--- config.mk ---
export PLATFORM = sky130hd
export DESIGN_NAME = ibex_mem_arbiter
export DESIGN_NICKNAME = d
export VERILOG_FILES = /design/src/rtl/ibex_mem_arbiter.sv
export SDC_FILE = /design/constraint.sdc
export NUM_CORES = 1
export LEC_CHECK = 0
export ABC_AREA = 0
export ABC_CLOCK_PERIOD_IN_PS = 1800
export CORE_AREA = 2 2 109 111
export DETAILED_ROUTE_END_ITERATION = 7
export DIE_AREA = 0 0 111 113
export DONT_BUFFER_PORTS = 1
export PLACE_DENSITY = 0.3
export SLEW_MARGIN = 20
export SYNTH_ARGS = -nofsm -noshare
export SYNTH_HDL_FRONTEND = slang
export SYNTH_SLANG_ARGS = --single-unit
--- constraint.sdc ---
create_clock -name clk_i -period 1.8 [get_ports clk_i]
set_input_delay 0.27 -clock clk_i [delete_from_list [all_inputs] [get_ports clk_i]]
set_output_delay 0.27 -clock clk_i [all_outputs]
set_load 0.1 [all_outputs]
--- src/rtl/ibex_mem_arbiter.sv ---
// Shares one host memory port between the instruction-fetch and LSU ports.
// An in-order routing FIFO returns each response to the port that issued the request.
module ibex_mem_arbiter #(
  parameter int unsigned MaxOutstanding = 2,
  parameter bit          FixedDataPrio  = 1'b0
) (
  input  logic        clk_i,
  input  logic        rst_ni,

  input  logic        instr_req_i,
  output logic        instr_gnt_o,
  output logic        instr_rvalid_o,
  input  logic [31:0] instr_addr_i,
  output logic [31:0] instr_rdata_o,
  output logic        instr_err_o,

  input  logic        data_req_i,
  output logic        data_gnt_o,
  output logic        data_rvalid_o,
  input  logic        data_we_i,
  input  logic [3:0]  data_be_i,
  input  logic [31:0] data_addr_i,
  input  logic [31:0] data_wdata_i,
  output logic [31:0] data_rdata_o,
  output logic        data_err_o,

  output logic        host_req_o,
  input  logic        host_gnt_i,
  input  logic        host_rvalid_i,
  output logic        host_we_o,
  output logic [3:0]  host_be_o,
  output logic [31:0] host_addr_o,
  output logic [31:0] host_wdata_o,
  input  logic [31:0] host_rdata_i,
  input  logic        host_err_i,

  output logic        resp_unexpected_o
);

  localparam int unsigned CntW = $clog2(MaxOutstanding + 1);
  localparam int unsigned PtrW = (MaxOutstanding > 1) ? $clog2(MaxOutstanding) : 1;
  localparam logic [CntW-1:0] CntMax  = CntW'(MaxOutstanding);
  localparam logic [PtrW-1:0] PtrLast = PtrW'(MaxOutstanding - 1);

  typedef enum logic {
    SRC_INSTR = 1'b0,
    SRC_DATA  = 1'b1
  } src_e;

  typedef enum logic [1:0] {
    LOCK_NONE  = 2'd0,
    LOCK_INSTR = 2'd1,
    LOCK_DATA  = 2'd2
  } lock_e;

  lock_e                   lock_q, lock_d;
  src_e                    last_q;
  src_e                    sel;
  logic [CntW-1:0]         count_q;
  logic [PtrW-1:0]         wptr_q, rptr_q;
  logic [MaxOutstanding-1:0] fifo_q;

  logic full, empty, push, pop, head_data;

  assign full      = (count_q == CntMax);
  assign empty     = (count_q == '0);
  assign head_data = fifo_q[rptr_q];

  // Lock state register: holds the source whose request is waiting for grant
  always_ff @(posedge clk_i or negedge rst_ni) begin
    if (!rst_ni) begin
      lock_q <= LOCK_NONE;
    end else begin
      lock_q <= lock_d;
    end
  end

  // Source selection and lock next-state
  always_comb begin
    sel    = SRC_INSTR;
    lock_d = lock_q;
    unique case (lock_q)
      LOCK_INSTR: sel = SRC_INSTR;
      LOCK_DATA:  sel = SRC_DATA;
      default: begin
        if (instr_req_i && data_req_i) begin
          if (FixedDataPrio) begin
            sel = SRC_DATA;
          end else begin
            sel = (last_q == SRC_DATA) ? SRC_INSTR : SRC_DATA;
          end
        end else if (data_req_i) begin
          sel = SRC_DATA;
        end
      end
    endcase
    if (host_gnt_i) begin
      lock_d = LOCK_NONE;
    end else if (host_req_o) begin
      lock_d = (sel == SRC_DATA) ? LOCK_DATA : LOCK_INSTR;
    end
  end

  assign host_req_o   = (instr_req_i | data_req_i) & ~full;
  assign host_addr_o  = !host_req_o ? 32'h0 : (sel == SRC_DATA) ? data_addr_i : instr_addr_i;
  assign host_we_o    = host_req_o & (sel == SRC_DATA) & data_we_i;
  assign host_be_o    = !host_req_o ? 4'h0 : (sel == SRC_DATA) ? data_be_i : 4'hF;
  assign host_wdata_o = (host_req_o && sel == SRC_DATA) ? data_wdata_i : 32'h0;

  assign push        = host_req_o & host_gnt_i;
  assign pop         = host_rvalid_i & ~empty;
  assign instr_gnt_o = push & (sel == SRC_INSTR);
  assign data_gnt_o  = push & (sel == SRC_DATA);

  assign instr_rvalid_o    = pop & ~head_data;
  assign data_rvalid_o     = pop & head_data;
  assign instr_err_o       = instr_rvalid_o & host_err_i;
  assign data_err_o        = data_rvalid_o & host_err_i;
  assign instr_rdata_o     = host_rdata_i;
  assign data_rdata_o      = host_rdata_i;
  assign resp_unexpected_o = host_rvalid_i & empty;

  // Routing FIFO, outstanding count and round-robin history
  always_ff @(posedge clk_i or negedge rst_ni) begin
    if (!rst_ni) begin
      count_q <= '0;
      wptr_q  <= '0;
      rptr_q  <= '0;
      fifo_q  <= '0;
      last_q  <= SRC_DATA;
    end else begin
      count_q <= count_q + CntW'(push) - CntW'(pop);
      if (push) begin
        fifo_q[wptr_q] <= (sel == SRC_DATA);
        wptr_q         <= (wptr_q == PtrLast) ? '0 : wptr_q + PtrW'(1);
        last_q         <= sel;
      end
      if (pop) begin
        rptr_q <= (rptr_q == PtrLast) ? '0 : rptr_q + PtrW'(1);
      end
    end
  end

endmodule

---- After elaboration in Yosys (flattened, before gate mapping) ----
Cells that the tools add are included.
operators by class
  $lt $le $gt $ge ......................... 3
  $add $sub $neg .......................... 4
  bitwise logic cells ..................... 17
  equal/unequal tests ..................... 3
  multiplexer cells ....................... 19
  reductions and logical operators ........ 5
operators with widths
  kind                 number
  $mux 32              3
  $and 1x1->1          12
  $mux 1               8
  $mux 4               2
  $mux 2               3
  $eq 2x2->1 const B   2
  $lt 1x2->1 const B   2
  $not 1->1            4
  $logic_and 1x1->1    3
  $add 1x1->1 const B  2
  $add 2x1->2          1
  $bwmux 2             1
  $eq 2x1->1 const B   1
  $logic_not 2->1      1
  $pmux 1 s2           1
  $reduce_bool 2->1    1
  $sub 2x1->2          1
  $demux 1 s1          1
  $ge 1x1->1 const B   1
  $or 1x1->1           1
word-level totals
  input bits .............................. 140
  output and inout bits ................... 141
  register bits ........................... 9

---- Logic depth before layout (Yosys ltp) ----
Gate-level depths: netlist of run 1.
  word-level depth ........................ 6
  mapped depth ............................ 8
  mapped depth without buffers ............ 7

---- Worst setup path after synthesis of run 1 ----
No wires, ideal clock.
  kind .................................... reg-to-output
  start ................................... reg lock_q[1]
  end ..................................... out host_addr_o[18]
  setup slack ............................. -1.254 ns
  required time ........................... 1.530 ns
  arrival ................................. 2.784 ns
  buffers on the path ..................... 1
  stages on the path, launching flop included .. 5
  path through ............................ dfrtp_1 ha_1 a31oi_2 buf_2 mux2i_1
between the ends
  word-level cells in the longest chain between the ends .. 4
  elaborated cells between the ends (all ways) .. 5
  those cells by class .................... 2 x eq/ne; 3 x mux
RTL lines
  element                                   RTL line  RTL
  from (decl)                               56        lock_e lock_q, lock_d;
  from (signal assigned)                    74        lock_q <= lock_d;
  $eq 2x2->1 or $eq 2x1->1 (tied branches)  82        unique case (lock_q)
  $pmux 1 s2 *                              82
  $mux 32 * (2 in a row)                    105       assign host_addr_o = !host_req_o ? 32'h0 : (sel == SRC_DATA) ? data_addr_i : instr_addr_i;
  to (decl)                                 32        output logic [31:0] host_addr_o,
Every way passes the cells marked *; elsewhere a longest branch is shown, timed or not.

---- Worst setup path in the final report of run 1 ----
  start ................................... reg lock_q[0]
  end ..................................... out host_addr_o[21]
The elaborated chain is that of the path after synthesis.

==> results of run 1 <==
==> what timing repair did <==
action,in CTS,in global routing
hold buffers,1,0
setup endpoints to repair,72,75
buffers inserted,3,0
resized for setup,6,4
endpoints found under the hold margin,9,0
pin swaps,1,0
gates cloned,3,0
==> metal layers <==
metal | vias up | wire length [microns] | GRT usage
li1 | 916 | - | -
met1 | 902 | 2740 | 0.123
met2 | 161 | 4390 | 0.231
met3 | 13 | 892 | 0.0434
met4 | 0 | 100 | 0.0300
met5 | - | 0 | 0
==> placed cells by master, fill, tap and decap left out, types with 2 or more instances in the layout <==
master / n
and3_4: 15
dfrtp_1: 8
nand3_1: 64
and3_2: 18
and2_1: 2
buf_16: 4
ha_1: 2
o21a_2: 4
inv_1: 2
buf_4: 11
nor2b_1: 2
xnor2_1: 4
a31oi_1: 4
nor2_2: 2
mux2i_4: 32
buf_12: 82
clkbuf_16: 3
nor2_4: 3
==> final cells by class <==
class	count	share of cell area
Multi-Input combinational cell	170	0.421
Sequential cell	9	0.0556
Tap cell	143	0.0440
Timing Repair Buffer	99	0.457
Inverter	3	0.00277
Clock buffer	4	0.0194
==> critical path, stage by stage (launching register included) <==
cell and delay [ns]:
dfrtp_1 0.36, inv_2 0.07, ha_4 0.21, a31oi_4 0.18
buf_4 0.16, buf_12 0.17, mux2i_4 0.27, buf_12 0.20
==> path summary, 6_finish.rpt <==
kind	startpoint	endpoint	cells after the start
worst max-delay path	lock_q[0]$_DFFE_PN0P_	host_addr_o[21]	7
min in group asynchronous	rst_ni	count_q[1]$_DFF_PN0_	1
worst min-delay path	host_gnt_i	lock_q[1]$_DFFE_PN0P_	1
max in group asynchronous	rst_ni	last_q$_DFFE_PN1P_	1
worst min register to register	wptr_q$_DFFE_PN0P_	wptr_q$_DFFE_PN0P_	1
worst max register to register	count_q[0]$_DFF_PN0_	count_q[1]$_DFF_PN0_	7
==> flip-flops by register name, summed over array words and instances, names as in the netlist <==
signal   flops
count_q      2
lock_q       2
wptr_q       1
last_q       1
rptr_q       1
fifo_q       2
==> cells by family after synthesis <==
kind of cell	after synthesis
AND/OR/NAND/NOR	114
AO/OA/AOI/OAI	15
adder cells (fa/ha/maj)	3
multiplexers	34
buffers and inverters	94
flip-flops	9
XOR/XNOR	4
==> per-stage QoR <==
stage	util	cell area [sq um]
final	0.361	4070
after global routing	0.361	4070
after floorplan	-	2590
after CTS	0.360	4060
after global placement	0.340	3840
after detailed placement	0.340	3840
==> impl_results.rst, run 1 <==
.. list-table::
   :header-rows: 1

   * - Metric
     - Value
   * - Largest cells by area after synthesis
     - buf_4 26%, mux2i_1 16%, nand3_1 16%, and3_1 11%, dfrtp_1 9.9%
   * - Number of antenna violations at the first check in global routing
     - 0
   * - Core outline area
     - 0.0113 sq mm
   * - Fraction of the mapped netlist area in compound gates
     - 0.0553
   * - Final worst-path cycle share
     - 1.19
   * - Most area-hungry cell type in the Yosys netlist
     - buf_4
   * - Footprint of the flip-flops and latches
     - 226 sq um
   * - RePlAce Congestion
     - slightly below 0.7
   * - Site Rows
     - 39
   * - Number of clock buffers inserted by TritonCTS
     - 3
   * - Floorplan die area
     - roughly 0.013 sq mm
   * - Multiplexer share of the synthesized area
     - 0.170
   * - Proportion of register bits with asynchronous set or reset after synthesis
     - 1.00
   * - Synthesized-area fraction occupied by and/or/nand/nor cells
     - 0.307
   * - Die Ht
     - 113 microns
   * - Final total negative setup slack
     - -17.99 ns
   * - Total of buffers placed on input and output ports
     - 0
   * - Adder-Cell Fraction of Synth Area
     - 0.0186
   * - Worst min-delay path category
     - input pin to flop
   * - Number of flops mapped to enable cells by yosys
     - 0
   * - Wire length of the first global-routing pass
     - 11,900 microns
   * - Worst setup slack before clock tree synthesis
     - -0.137 ns
   * - Number of setup violations in the final report
     - between 70 and 80
   * - Share of layout cells above drive strength 1
     - 0.656
   * - Area of the multi-input gates
     - 0.00172 sq mm
   * - Cell count after synthesis
     - 273
   * - Synthesized-area fraction occupied by xor and xnor cells
     - 0.0174
   * - Final Skew
     - 0.000721 ns
   * - Drt wl/cell
     - around 19 microns
   * - Number of max-capacitance violations reported
     - 0
   * - Maximum level of the CTS H-tree
     - 1
   * - TritonCTS Sinks
     - 9
   * - Final-layout fill cell count
     - 1,084
   * - Area Overhead vs Synth
     - 102%
   * - FMAX
     - 465 MHz
   * - Residual overflow from global routing
     - 0
   * - Pin count of the biggest net entering global routing
     - 39
   * - Slew at the pin closest to its max-slew limit
     - between 0.4 and 0.5 ns
   * - Number of antenna diodes
     - 0
   * - Main combinational cell family by area after synthesis
     - buffers and inverters
   * - Type of origin of the critical path
     - flop
   * - Buffer cell driving the clock tree root
     - clkbuf_16
   * - Final-layout worst hold slack
     - 0.0973 ns
   * - Final nets
     - 429
   * - Count of placed standard cells including taps
     - 417
   * - Ys Warns
     - 0
   * - Aggregate global-route resource usage
     - 0.120
   * - Portion of the post-synthesis area used by sequential elements
     - 0.112
   * - Routed wire length
     - a little over 8000 microns
   * - Primary FF master, synth
     - dfrtp_1
   * - Latest clock arrival within the worst-skew pair
     - 0.24 ns
   * - TritonRoute pass-1 iters
     - 4
   * - Final standard cell count with taps included and fillers excluded
     - 428
   * - Highest net fanout along the worst path
     - 8
   * - Synthesized net count
     - between 400 and 500
   * - WP data required
     - 1.53 ns
   * - CTS tree
     - yes
   * - Clock slew at the register clock pins of the worst setup and hold paths
     - 0.04 ns
   * - Most common cell in the netlist
     - buf_4
   * - Post-Synthesis Cell Area
     - 0.00201 sq mm
   * - Per-instance average area after synthesis
     - 7.38 sq um
   * - Minimum clock period after layout
     - 2.15 ns
   * - Count of distinct cell types in the synthesized netlist
     - 30
   * - Floorplan die width
     - roughly 110 microns
   * - Type of the setup path with the least slack
     - flop to output pin
   * - Max-slew violation total from the final report
     - 0
   * - Unrepaired setup endpoints after global routing
     - yes
   * - Remaining antenna violation count
     - 0
   * - Violated checks
     - negative setup slack
   * - Largest buffer count on any clock path
     - 2
   * - Routed vias/inst
     - 4.65
   * - Crit path setup slack, layout
     - -0.349 ns
   * - Total of flip-flops plus latches after synthesis
     - 9
   * - # DRC
     - 0
   * - R2R Setup Slk
     - 0.13 ns
   * - Worst max-slew margin expressed relative to the limit
     - 0.707
   * - Number of endpoints with negative hold slack in the final report
     - 0
   * - Critical path data arrival time
     - 1.88 ns
   * - Number of vias in the routed layout
     - 1,992
   * - Most instantiated cells after synthesis
     - 69 x buf_4, 64 x nand3_1, 34 x and3_1
   * - Initial cell density of the core
     - 0.179
   * - Result of the run
     - finished with violations
   * - Critical path endpoint category
     - output pin
   * - Top cell type's share of synthesized area
     - 0.257
   * - Post-DP HPWL
     - 6620 microns
   * - Iteration-0 DRC count of the detailed router
     - 58
   * - # IOs
     - 281
   * - Vias in the first global route
     - about 2,100
Power of run 1 is not shown: default switching activity piles up to over one toggle a cycle in this logic, so the estimate is an artifact.
==> run 2: changes to the inputs <==
SLEW_MARGIN = 15   (was 20)
==> results of run 2 <==
Final layout, timing and power as in run 1 (identical DEF).
Power of run 2 is left out for the same reason.
==> run 3: changes to the inputs <==
GPL_TIMING_DRIVEN = 0   (was not set)
==> impl_results.rst, run 3 (synthesis gave the netlist of run 1 again) <==
.. list-table::
   :header-rows: 1

   * - Metric
     - Value
   * - Number of antenna diodes
     - 0
   * - Maximum level of the CTS H-tree
     - 1
   * - Max-slew violation total from the final report
     - 0
   * - CTS tree
     - yes
   * - TritonCTS Sinks
     - 9
   * - Aggregate global-route resource usage
     - 0.127
   * - TritonRoute pass-1 iters
     - 4
   * - Latest clock arrival within the worst-skew pair
     - 0.23 ns
   * - Total of buffers placed on input and output ports
     - 0
   * - Largest buffer count on any clock path
     - 2
   * - Type of the setup path with the least slack
     - flop to output pin
   * - Largest registers
     - count_q (2), fifo_q (2), lock_q (2)
   * - # IOs
     - around 280
   * - Residual overflow from global routing
     - 0
   * - CP Buf/Inv Count
     - 3
   * - Final Skew
     - 0.00241 ns
   * - # DRC
     - 0
   * - Type of origin of the critical path
     - flop
   * - Iteration-0 DRC count of the detailed router
     - 69
   * - Cell chain of the critical path
     - inv_2 > ha_4 > a31oi_4 > buf_12 > buf_8 > mux2i_4
   * - Pin count of the biggest net entering global routing
     - 11
   * - Result of the run
     - finished with violations
   * - CP max-delay cell
     - mux2i_4
   * - Critical path data arrival time
     - 2.14 ns
   * - Wire length of the first global-routing pass
     - 12,700 microns
   * - Final total negative setup slack
     - -34.86 ns
   * - Top delay family on crit path
     - multiplexers
   * - Site Rows
     - 39
   * - WP data required
     - between 1.5 and 2 ns
   * - Die Ht
     - between 100 and 150 microns
   * - Unrepaired setup endpoints after global routing
     - yes
   * - Worst min-delay path category
     - input pin to flop
   * - Number of antenna violations at the first check in global routing
     - 0
   * - Violated checks
     - negative setup slack
   * - Number of vias in the routed layout
     - 2,110
   * - FMAX
     - 415 MHz
   * - Most frequent cells in the layout
     - 76 x buf_4, 64 x nand3_1, 34 x and3_4
   * - Post-DP HPWL
     - 7560 microns
   * - Slew at the pin closest to its max-slew limit
     - 1.06 ns
   * - Clock slew at the register clock pins of the worst setup and hold paths
     - 0.04 ns
   * - Final nets
     - about 440
   * - Leading cell type in the layout, fill and taps excluded
     - buf_4
   * - Critical path endpoint category
     - output pin
   * - Floorplan die width
     - roughly 110 microns
   * - Initial cell density of the core
     - 0.179
   * - Routed vias/inst
     - 4.76
   * - Floorplan die area
     - around 0.013 sq mm
   * - Vias in the first global route
     - approximately 2,000
   * - Highest net fanout along the worst path
     - 10
   * - Final worst-path cycle share
     - 1.34
   * - Number of clock buffers inserted by TritonCTS
     - 3
   * - Worst max-slew margin expressed relative to the limit
     - 0.293
   * - Minimum clock period after layout
     - 2.41 ns
   * - Number of endpoints with negative hold slack in the final report
     - 0
   * - Remaining antenna violation count
     - 0
   * - Routed wire length
     - 9080 microns
   * - Number of max-capacitance violations reported
     - 0
   * - Crit path setup slack, layout
     - -0.611 ns
   * - Core outline area
     - 0.0113 sq mm
   * - Share of layout cells above drive strength 1
     - 0.700
   * - Drt wl/cell
     - 20.5 microns
   * - Max stage delay on crit path
     - 0.74 ns
   * - Buffer cell driving the clock tree root
     - clkbuf_16
   * - Number of setup violations in the final report
     - 72
   * - RePlAce Congestion
     - 0.700
   * - Area Overhead vs Synth
     - 68.8%
-- run 3: changes by cell type in the layout (fill, tap and decap cells not counted), moves of 4 or more --
| cell | before | now |
|---|---|---|
| buf_12 | 82 | 4 |
| buf_4 | 11 | 76 |
| and3_4 | 15 | 34 |
| and3_2 | 18 | 0 |
| buf_6 | 0 | 12 |
| buf_2 | 0 | 9 |
| buf_8 | 1 | 6 |
| o21a_2 | 4 | 0 |
| o21a_4 | 0 | 4 |
-- run 3: area by class of cell --
cell class | instances | area (sq um)
fillers | 1183 | 7870
multi-input cells | 170 | 1910
plain buffers | 91 | 748
repair buffers | 23 | 245
flip-flops and latches | 9 | 229
well taps | 143 | 179
clock buffers | 4 | 78.8
inverters | 3 | 11.3
-- run 3: repair_timing --
| action | 4_1_cts | 5_1_grt |
|---|---|---|
| buffers inserted | 15 | 7 |
| resized for setup | 72 | 18 |
| hold buffers | 1 | 0 |
| endpoints found under the hold margin | 9 | 0 |
| pin swaps | 39 | 10 |
| endpoints found under the setup margin | 78 | 76 |
| gates cloned | 3 | 0 |
-- run 3: path summary, 6_finish.rpt --
kind / end / cells after the start / slack, ns / start
worst max register to register: lock_q[0]$_DFFE_PN0P_ / 9 / 0.04 / lock_q[0]$_DFFE_PN0P_
worst max-delay path: host_addr_o[29] / 6 / -0.61 / lock_q[0]$_DFFE_PN0P_
min in group asynchronous: rptr_q$_DFFE_PN0P_ / 1 / 0.43 / rst_ni
worst min register to register: wptr_q$_DFFE_PN0P_ / 1 / 0.49 / wptr_q$_DFFE_PN0P_
worst min-delay path: lock_q[1]$_DFFE_PN0P_ / 1 / 0.1 / host_gnt_i
max in group asynchronous: count_q[1]$_DFF_PN0_ / 1 / 1.02 / rst_ni
-- run 3: layer usage --
layer	share of wire	vias to the layer above	track usage	wire length, microns
met5	0	-	0	0
li1	-	952	-	-
met1	0.35	1010	0.139	3170
met2	0.56	146	0.257	5120
met3	0.085	2	0.0305	774
met4	0.0021	0	0.0100	19
-- run 3: per-stage QoR --
stage | worst slack [ns] | hold slack (ns) | instance area, sq um | utilization | instances
detailed placement | -0.587 | -0.0253 | 2770 | 0.246 | 416
CTS | -0.614 | 0.0950 | 3290 | 0.291 | 439
floorplan | -0.363 | -0.0256 | 2590 | - | 273
global placement | -0.582 | -0.0252 | 2770 | 0.245 | 416
finish | -0.611 | 0.0989 | 3400 | 0.302 | 443
global route | -0.660 | 0.0957 | 3400 | 0.302 | 443
Power of run 3 is left out for the same reason.
